$ cat src/rtl/alu_arbiter_if.sv
// Bundle of requester, response and shared-ALU signals for alu_arbiter.
// Latency: none; this is wiring only.
// Backpressure: valid/ready on both the request side and the response side.
interface alu_arbiter_if;
  typedef logic [31:0] word_t;

  logic  req0_valid;
  logic  req0_ready;
  word_t req0_a;
  word_t req0_b;
  word_t req0_ctrl;
  logic  req1_valid;
  logic  req1_ready;
  word_t req1_a;
  word_t req1_b;
  word_t req1_ctrl;

  logic  rsp0_valid;
  logic  rsp0_ready;
  word_t rsp0_data;
  logic  rsp1_valid;
  logic  rsp1_ready;
  word_t rsp1_data;

  word_t alu_a;
  word_t alu_b;
  word_t alu_ctrl;
  word_t alu_result;

  // Arbiter side.
  modport slave (
    input  req0_valid, req0_a, req0_b, req0_ctrl,
    input  req1_valid, req1_a, req1_b, req1_ctrl,
    output req0_ready, req1_ready,
    output rsp0_valid, rsp0_data, rsp1_valid, rsp1_data,
    input  rsp0_ready, rsp1_ready,
    output alu_a, alu_b, alu_ctrl,
    input  alu_result
  );

  // Requester / ALU side.
  modport master (
    output req0_valid, req0_a, req0_b, req0_ctrl,
    output req1_valid, req1_a, req1_b, req1_ctrl,
    input  req0_ready, req1_ready,
    input  rsp0_valid, rsp0_data, rsp1_valid, rsp1_data,
    output rsp0_ready, rsp1_ready,
    input  alu_a, alu_b, alu_ctrl,
    output alu_result
  );
endinterface

$ cat src/rtl/alu_arbiter.sv
// Two-requester arbiter sharing one combinational ALU; one op in flight at a time.
// Latency: accept at T, ALU driven T+1, response valid from T+2 (3 cycles minimum per op).
// Backpressure: response held until owner's rsp ready; no request accepted meanwhile.
// Optional macro ALU_ARBITER_RR_EN: round-robin on contention (default: port 0 wins).
module alu_arbiter (
  input  logic          clk,
  input  logic          rst,
  alu_arbiter_if.slave  bus
);

  typedef logic [31:0] word_t;
  typedef enum logic [1:0] {IDLE, ISSUE, RESP} state_t;

  state_t state_q, state_d;
  word_t  a_q, b_q, ctrl_q, result_q;
  logic   owner_q;
  logic   grant_sel;
  logic   accept;
  logic   rsp_fire;

`ifdef ALU_ARBITER_RR_EN
  logic   last_grant_q;

  // Round-robin pick: on contention, favour the port that was not granted last.
  always_comb begin
    grant_sel = 1'b0;
    if (bus.req0_valid && bus.req1_valid) begin
      grant_sel = ~last_grant_q;
    end else begin
      grant_sel = bus.req1_valid;
    end
  end
`else
  // Fixed priority pick: port 1 only when port 0 is not requesting.
  always_comb begin
    grant_sel = 1'b0;
    grant_sel = bus.req1_valid & ~bus.req0_valid;
  end
`endif

  // Next state and request-side handshake; readies are held low during reset.
  always_comb begin
    state_d        = state_q;
    accept         = 1'b0;
    rsp_fire       = 1'b0;
    bus.req0_ready = 1'b0;
    bus.req1_ready = 1'b0;
    case (state_q)
      IDLE: begin
        if (!rst) begin
          bus.req0_ready = bus.req0_valid & ~grant_sel;
          bus.req1_ready = bus.req1_valid &  grant_sel;
        end
        accept = bus.req0_ready | bus.req1_ready;
        if (accept) begin
          state_d = ISSUE;
        end
      end
      ISSUE: begin
        state_d = RESP;
      end
      RESP: begin
        rsp_fire = owner_q ? bus.rsp1_ready : bus.rsp0_ready;
        if (rsp_fire) begin
          state_d = IDLE;
        end
      end
      default: begin
        state_d = IDLE;
      end
    endcase
  end

  // Drive the shared ALU only during ISSUE so it sees a no-op otherwise.
  always_comb begin
    bus.alu_a    = '0;
    bus.alu_b    = '0;
    bus.alu_ctrl = '0;
    if (state_q == ISSUE) begin
      bus.alu_a    = a_q;
      bus.alu_b    = b_q;
      bus.alu_ctrl = ctrl_q;
    end
  end

  // Route the held result to the owning port only; the other port reads zero.
  always_comb begin
    bus.rsp0_valid = 1'b0;
    bus.rsp1_valid = 1'b0;
    bus.rsp0_data  = '0;
    bus.rsp1_data  = '0;
    if (state_q == RESP) begin
      if (owner_q) begin
        bus.rsp1_valid = 1'b1;
        bus.rsp1_data  = result_q;
      end else begin
        bus.rsp0_valid = 1'b1;
        bus.rsp0_data  = result_q;
      end
    end
  end

  // State register; reset discards any in-flight op.
  always_ff @(posedge clk or posedge rst) begin
    if (rst) begin
      state_q <= IDLE;
    end else begin
      state_q <= state_d;
    end
  end

  // Operand capture on accept, result capture at the end of ISSUE.
  always_ff @(posedge clk or posedge rst) begin
    if (rst) begin
      a_q          <= '0;
      b_q          <= '0;
      ctrl_q       <= '0;
      result_q     <= '0;
      owner_q      <= 1'b0;
`ifdef ALU_ARBITER_RR_EN
      last_grant_q <= 1'b1;
`endif
    end else begin
      if (accept) begin
        a_q          <= grant_sel ? bus.req1_a    : bus.req0_a;
        b_q          <= grant_sel ? bus.req1_b    : bus.req0_b;
        ctrl_q       <= grant_sel ? bus.req1_ctrl : bus.req0_ctrl;
        owner_q      <= grant_sel;
`ifdef ALU_ARBITER_RR_EN
        last_grant_q <= grant_sel;
`endif
      end
      if (state_q == ISSUE) begin
        result_q <= bus.alu_result;
      end
    end
  end

endmodule
$ cat src/flat_wrapper.sv
// flat-port wrapper written by rule: the top's interface ports become plain ports
module alu_arbiter_flat 
  (clk, rst, bus_req0_valid, bus_req0_a, bus_req0_b, bus_req0_ctrl, bus_req1_valid, bus_req1_a, bus_req1_b, bus_req1_ctrl, bus_req0_ready, bus_req1_ready, bus_rsp0_valid, bus_rsp0_data, bus_rsp1_valid, bus_rsp1_data, bus_rsp0_ready, bus_rsp1_ready, bus_alu_a, bus_alu_b, bus_alu_ctrl, bus_alu_result);
  alu_arbiter_if bus_i ();
  input  logic clk;
  input  logic rst;
  input wire logic [$bits(bus_i.req0_valid)-1:0] bus_req0_valid;
  input wire logic [$bits(bus_i.req0_a)-1:0] bus_req0_a;
  input wire logic [$bits(bus_i.req0_b)-1:0] bus_req0_b;
  input wire logic [$bits(bus_i.req0_ctrl)-1:0] bus_req0_ctrl;
  input wire logic [$bits(bus_i.req1_valid)-1:0] bus_req1_valid;
  input wire logic [$bits(bus_i.req1_a)-1:0] bus_req1_a;
  input wire logic [$bits(bus_i.req1_b)-1:0] bus_req1_b;
  input wire logic [$bits(bus_i.req1_ctrl)-1:0] bus_req1_ctrl;
  output wire logic [$bits(bus_i.req0_ready)-1:0] bus_req0_ready;
  output wire logic [$bits(bus_i.req1_ready)-1:0] bus_req1_ready;
  output wire logic [$bits(bus_i.rsp0_valid)-1:0] bus_rsp0_valid;
  output wire logic [$bits(bus_i.rsp0_data)-1:0] bus_rsp0_data;
  output wire logic [$bits(bus_i.rsp1_valid)-1:0] bus_rsp1_valid;
  output wire logic [$bits(bus_i.rsp1_data)-1:0] bus_rsp1_data;
  input wire logic [$bits(bus_i.rsp0_ready)-1:0] bus_rsp0_ready;
  input wire logic [$bits(bus_i.rsp1_ready)-1:0] bus_rsp1_ready;
  output wire logic [$bits(bus_i.alu_a)-1:0] bus_alu_a;
  output wire logic [$bits(bus_i.alu_b)-1:0] bus_alu_b;
  output wire logic [$bits(bus_i.alu_ctrl)-1:0] bus_alu_ctrl;
  input wire logic [$bits(bus_i.alu_result)-1:0] bus_alu_result;
  assign bus_i.req0_valid = bus_req0_valid;
  assign bus_i.req0_a = bus_req0_a;
  assign bus_i.req0_b = bus_req0_b;
  assign bus_i.req0_ctrl = bus_req0_ctrl;
  assign bus_i.req1_valid = bus_req1_valid;
  assign bus_i.req1_a = bus_req1_a;
  assign bus_i.req1_b = bus_req1_b;
  assign bus_i.req1_ctrl = bus_req1_ctrl;
  assign bus_req0_ready = bus_i.req0_ready;
  assign bus_req1_ready = bus_i.req1_ready;
  assign bus_rsp0_valid = bus_i.rsp0_valid;
  assign bus_rsp0_data = bus_i.rsp0_data;
  assign bus_rsp1_valid = bus_i.rsp1_valid;
  assign bus_rsp1_data = bus_i.rsp1_data;
  assign bus_i.rsp0_ready = bus_rsp0_ready;
  assign bus_i.rsp1_ready = bus_rsp1_ready;
  assign bus_alu_a = bus_i.alu_a;
  assign bus_alu_b = bus_i.alu_b;
  assign bus_alu_ctrl = bus_i.alu_ctrl;
  assign bus_i.alu_result = bus_alu_result;
  alu_arbiter u_core (.clk(clk), .rst(rst), .bus(bus_i));
endmodule
$ cat config.mk
export PLATFORM = sky130hd
export DESIGN_NAME = alu_arbiter_flat
export DESIGN_NICKNAME = d
export VERILOG_FILES = /design/src/rtl/alu_arbiter_if.sv /design/src/rtl/alu_arbiter.sv /design/src/flat_wrapper.sv
export SDC_FILE = /design/constraint.sdc
export NUM_CORES = 1
export LEC_CHECK = 0
export ABC_AREA = 1
export BUFFER_PORTS_ARGS = -buffer_cell sky130_fd_sc_hd__buf_2
export CORE_AREA = 2 2 152 154
export CTS_BUF_LIST = sky130_fd_sc_hd__clkbuf_16
export CTS_CLUSTER_DIAMETER = 150
export DETAILED_ROUTE_END_ITERATION = 12
export DIE_AREA = 0 0 154 156
export GPL_TIMING_DRIVEN = 0
export PLACE_DENSITY = 0.64
export SETUP_SLACK_MARGIN = 0.1
export SYNTH_ARGS = -nofsm -noshare
export SYNTH_HDL_FRONTEND = slang
export SYNTH_SLANG_ARGS = --single-unit
$ cat constraint.sdc
create_clock -name clk -period 3.5 [get_ports clk]
set_clock_uncertainty 0.1 [all_clocks]
set_input_delay 0 -clock clk [delete_from_list [all_inputs] [get_ports clk]]
set_output_delay 0 -clock clk [all_outputs]
set_load 0.005 [all_outputs]
# Yosys cells after proc, flatten, opt, wreduce, memory -nomap -nowiden
# Index checks and enable logic that the tools add are counted.
# classes
n_eq_ne,4
n_mux,25
n_bitwise,6
n_reduce_logical,2
# ops
op,n
$mux 32,10
$mux 1,12
$pmux 2 s3,1
$mux 2,2
$ne 2x1->1 const B,2
$and 1x1->1,3
$eq 2x1->1 const B,1
$eq 2x2->1 const B,1
$logic_not 2->1,1
$not 1->1,2
$reduce_and 2->1,1
$or 1x1->1,1
# word_totals
register_bits,131
input_bits,230
out_inout_bits,164

# Logic depth before layout (Yosys ltp)
# logic_depth
depth_word,9
ltp_mapped,8
depth_no_buf,6

# Least setup slack after synthesis
# Ideal clock, no wire load.
# synth_timing
kind,input-to-reg
start,input rst
end,register u_core.a_q[27]
setup_ns,0.121
t_arrival_ns,3.695
slack_ns,-0.417
path_stages,6
path_cell_list,inv_1 > o21ai_4 > buf_4 > buf_2 > o21bai_1 > nand2_1
# synth_between
elab_chain_len,4
word_cells_on_any_way,6
classes_between,5 x mux; 1 x bitwise
# synth_rtl
element,line_no,source
start: declaration,flat_wrapper.sv:6,input logic rst;
$mux 1,alu_arbiter.sv:50,if (!rst) begin
$mux 1,alu_arbiter.sv:48,case (state_q)
$or 1x1->1 (*),alu_arbiter.sv:54,accept = bus.req0_ready | bus.req1_ready;
$mux 1 (*),alu_arbiter.sv:48,
end signal: assignment,alu_arbiter.sv:125,a_q <= grant_sel ? bus.req1_a : bus.req0_a;
end: declaration,alu_arbiter.sv:15,"word_t a_q, b_q, ctrl_q, result_q;"
# Every way passes the cells marked *; elsewhere a longest branch is shown, timed or not. The select of a mux whose other input is x is not followed.
# A chain may end at the register's enable or synchronous reset.

# Final worst setup path
# layout_timing
start,register u_core.state_q[0]
end,output bus_alu_ctrl[7]
# layout_between
elab_chain_len,2
# layout_rtl
element,line_no,source
start: declaration,alu_arbiter.sv:14,"state_t state_q, state_d;"
start signal: assignment,alu_arbiter.sv:108,state_q <= state_d;
$eq 2x1->1,alu_arbiter.sv:79,if (state_q == ISSUE) begin
$mux 32,alu_arbiter.sv:79,
end: declaration,flat_wrapper.sv:25,output wire logic [$bits(bus_i.alu_ctrl)-1:0] bus_alu_ctrl;
# No other way between the ends.

==> impl_metrics.toml <==
[run]
maxCapViolations = 0

[sta]
worst_slew_pin_slew_ns = 0.7603
slew_headroom_pct = 49.31
finalHoldViolCount = 0
finalSetupViolCount = 0
layout_min_cycle_time_ns = 2.435
fin_crit_sh_pct = 69.58
rsz0062_at_grt = "no"
max_freq_mhz = 410.6
slew_violations = 0
holdWs_ns = 0.1109

[place]
port_buffers = 392
dp_hpwl_um = 21570
place_congestion = 0.8705

[drt]
firstDrtPassIters = 6
drtAntennaViolNets = 0
drt-total-wl_um = 31430
drt-initial-drc-count = 730
drcViolationCount = 0
wl_per_cell_um = 14.90
dr_wl_met3_um = 1832
highest_layer = "met4"
wl_met1_um = 13010
via_count = 9917
vias_per_cell = 4.702
wl_met2_um = 15290

[logic_synthesis]
syn-num-nets = 1398
synth-edff-count = 0
seq_area_frac_synth_pct = 42.02
synthArstFlopShare_pct = 100.0
ys_seq_elements = 131
synth_common_cells = "nand2_1 (390), nor2_1 (195), inv_1 (136), dfrtp_1 (131), nand3_1 (97)"
ys.flop_type = "dfrtp_1"
syn_area_mm2 = 0.007801
synth_area_leaders = "dfrtp_1 (42%), nand2_1 (19%), nor2_1 (9.4%)"
yosysTopAreaCell = "dfrtp_1"
synthDistinctLibCells = 16
synth.top_cell.area_share_pct = 42.02
synth_area_per_cell_um2 = 6.679
synth_cells = 1168
synth_most_common_cell = "nand2_1"
yosysWarningCount = 0

[clock_network]
root_buffer = "clkbuf_16"
clkLatencyLatePin_ns = 0.42
cts_resized = 0
cts_made_buffers = 17
htree_levels = 4
cts_tree = "built"
cts_sinks = 131
cts.clk_slew.worst_paths_ns = 0.06
clockBufferDepth = 2

[floorplanning]
rows = 55
die_h_um = 156
die_width_um = 154
start_util_pct = 34.88
design.core.area_mm2 = 0.02237
ioPinCount = 394
die_area_mm2 = 0.02402

[setup_path]
arrival_ns = 2.34
crit_buf_inv = 3
crit_fanout = 10
crit_family = "buffers and inverters"
r2r_slack_ns = 1.67
path_cells = "nand2_1, clkbuf_1, buf_2, nor2_1, buf_2"
crit_top_cell = "buf_2"
crit_path_end_kind = "output port"
crit_type = "reg2out"
r2r_cells = 7
required_ns = 3.40
critPathSlowestCell = "clkbuf_1"
slowest_delay_ns = 0.62
crit_path_start_kind = "flip-flop"
reg2reg_to = "u_core.b_q[15]"
rr_startpoint = "u_core.state_q[0]"

[power]
vdd_ir_drop_max_v = 0.0002984
pwr_density_cell_mw_per_mm2 = 579.7
p_leak_nw = 7.680

[worst_hold_path]
hp-class = "in2async"

[global_routing]
grt_usage_pct = 25.65
grt_max_degree = 41
grt_pass1_wl_um = 48910
grt_overflow_total = 0
antenna_found_initial = 1
grt_pass1_vias = 9789

[finish]
num-nets-final = 2040
fillCellCount = 2092
drive_gt1_share_pct = 25.89
post-route-util_pct = 58.44
area_growth_syn_to_layout_pct = 67.55

[run_status]
status = "finished clean"
## logic make-up (layout without fill, tap and decap cells)
| kind of cell | after synthesis | in the layout | share of synthesized area [%] |
|---|---|---|---|
| compound gates | 131 | 131 | 11.63 |
| buf+inv | 222 | 877 | 11.76 |
| flops | 131 | 131 | 42.02 |
| other cells | 0 | 1 | 0 |
| simple gates | 684 | 684 | 34.60 |
## layout by cell type (no fill, tap or decap), types with 2 or more instances in the layout
cell type      instances
buf_2                420
nand2_1              390
dlygate4sd3_1        228
nor2_1               195
inv_1                135
dfrtp_1              131
nand3_1               97
o21bai_1              96
clkbuf_1              39
a21oi_1               32
clkbuf_16             17
buf_4                 13
buf_1                  4
inv_6                  4
bufinv_16              3
clkinv_4               3
clkinv_2               3
buf_12                 3
inv_2                  2
clkinvlp_4             2
o21ai_0                2
## how the worst max path moves through the flow
| stage | cells after the start | startpoint | end | slack, ns |
|---|---|---|---|---|
| detailed placement | 7 | rst | u_core.ctrl_q[7] | 1.36 |
| floorplan | 7 | rst | u_core.b_q[10] | 0.50 |
| global placement | 8 | rst | u_core.ctrl_q[0] | -1.08 |
| global route | 5 | u_core.state_q[0] | bus_alu_ctrl[7] | 0.86 |
| finish | 5 | u_core.state_q[0] | bus_alu_ctrl[7] | 1.06 |
| CTS | 5 | u_core.state_q[0] | bus_alu_ctrl[7] | 0.99 |
## timing repair
item / CTS / global route
endpoints found under the hold margin: 218 / 0
buffers inserted: 0 / 0
hold buffers: 228 / 0
## per-layer routing
layer | track usage, % | vias up
met5 | 0 | -
met3 | 5.472 | 90
met1 | 30.61 | 4580
li1 | - | 4838
met2 | 44.16 | 409
met4 | 12.28 | 0
## state kept, by name, indices dropped and copies added, names as in the netlist
register	cells
u_core.ctrl_q	32
u_core.b_q	32
u_core.a_q	32
u_core.owner_q	1
u_core.result_q	32
u_core.state_q	2
## report_power, final
group          internal, mW  switching [mW]
logic                  1.37            1.94
registers              2.22           0.188
clock network          1.13           0.722
total                  4.72            2.85
## area by class of cell
type / instances / area [µm²] / area share [%]
Clock buffer: 17 / 425.4 / 3.255
Multi-Input combinational cell: 815 / 3606 / 27.59
Antenna cell: 1 / 2.502 / 0.01914
Clock inverter: 15 / 177.7 / 1.359
Timing Repair Buffer: 623 / 4304 / 32.93
Sequential cell: 131 / 3278 / 25.08
Tap cell: 285 / 356.6 / 2.728
Buffer: 84 / 399.1 / 3.054
Inverter: 138 / 521.8 / 3.992
## worst min-delay path, stage by stage
cell,delay (ns)
dlygate4sd3_1,0.53
buf_2,0.13
clkinvlp_4,0.41
## through the flow
step | setup WS, ns | total power, mW | TNS, ns | std cells | instance area [µm²]
detailed placement | 1.361 | 5.463 | 0 | 1848 | 10180
global route | 0.8562 | 8.166 | 0 | 2109 | 13070
CTS | 0.9908 | 7.594 | 0 | 2108 | 13070
finish | 1.065 | 7.578 | 0 | 2109 | 13070
global placement | -1.078 | 5.386 | -96.49 | 1845 | 10120
floorplan | 0.5046 | 4.359 | 0 | 1168 | 7805
Power figures use the tool's default switching activity.
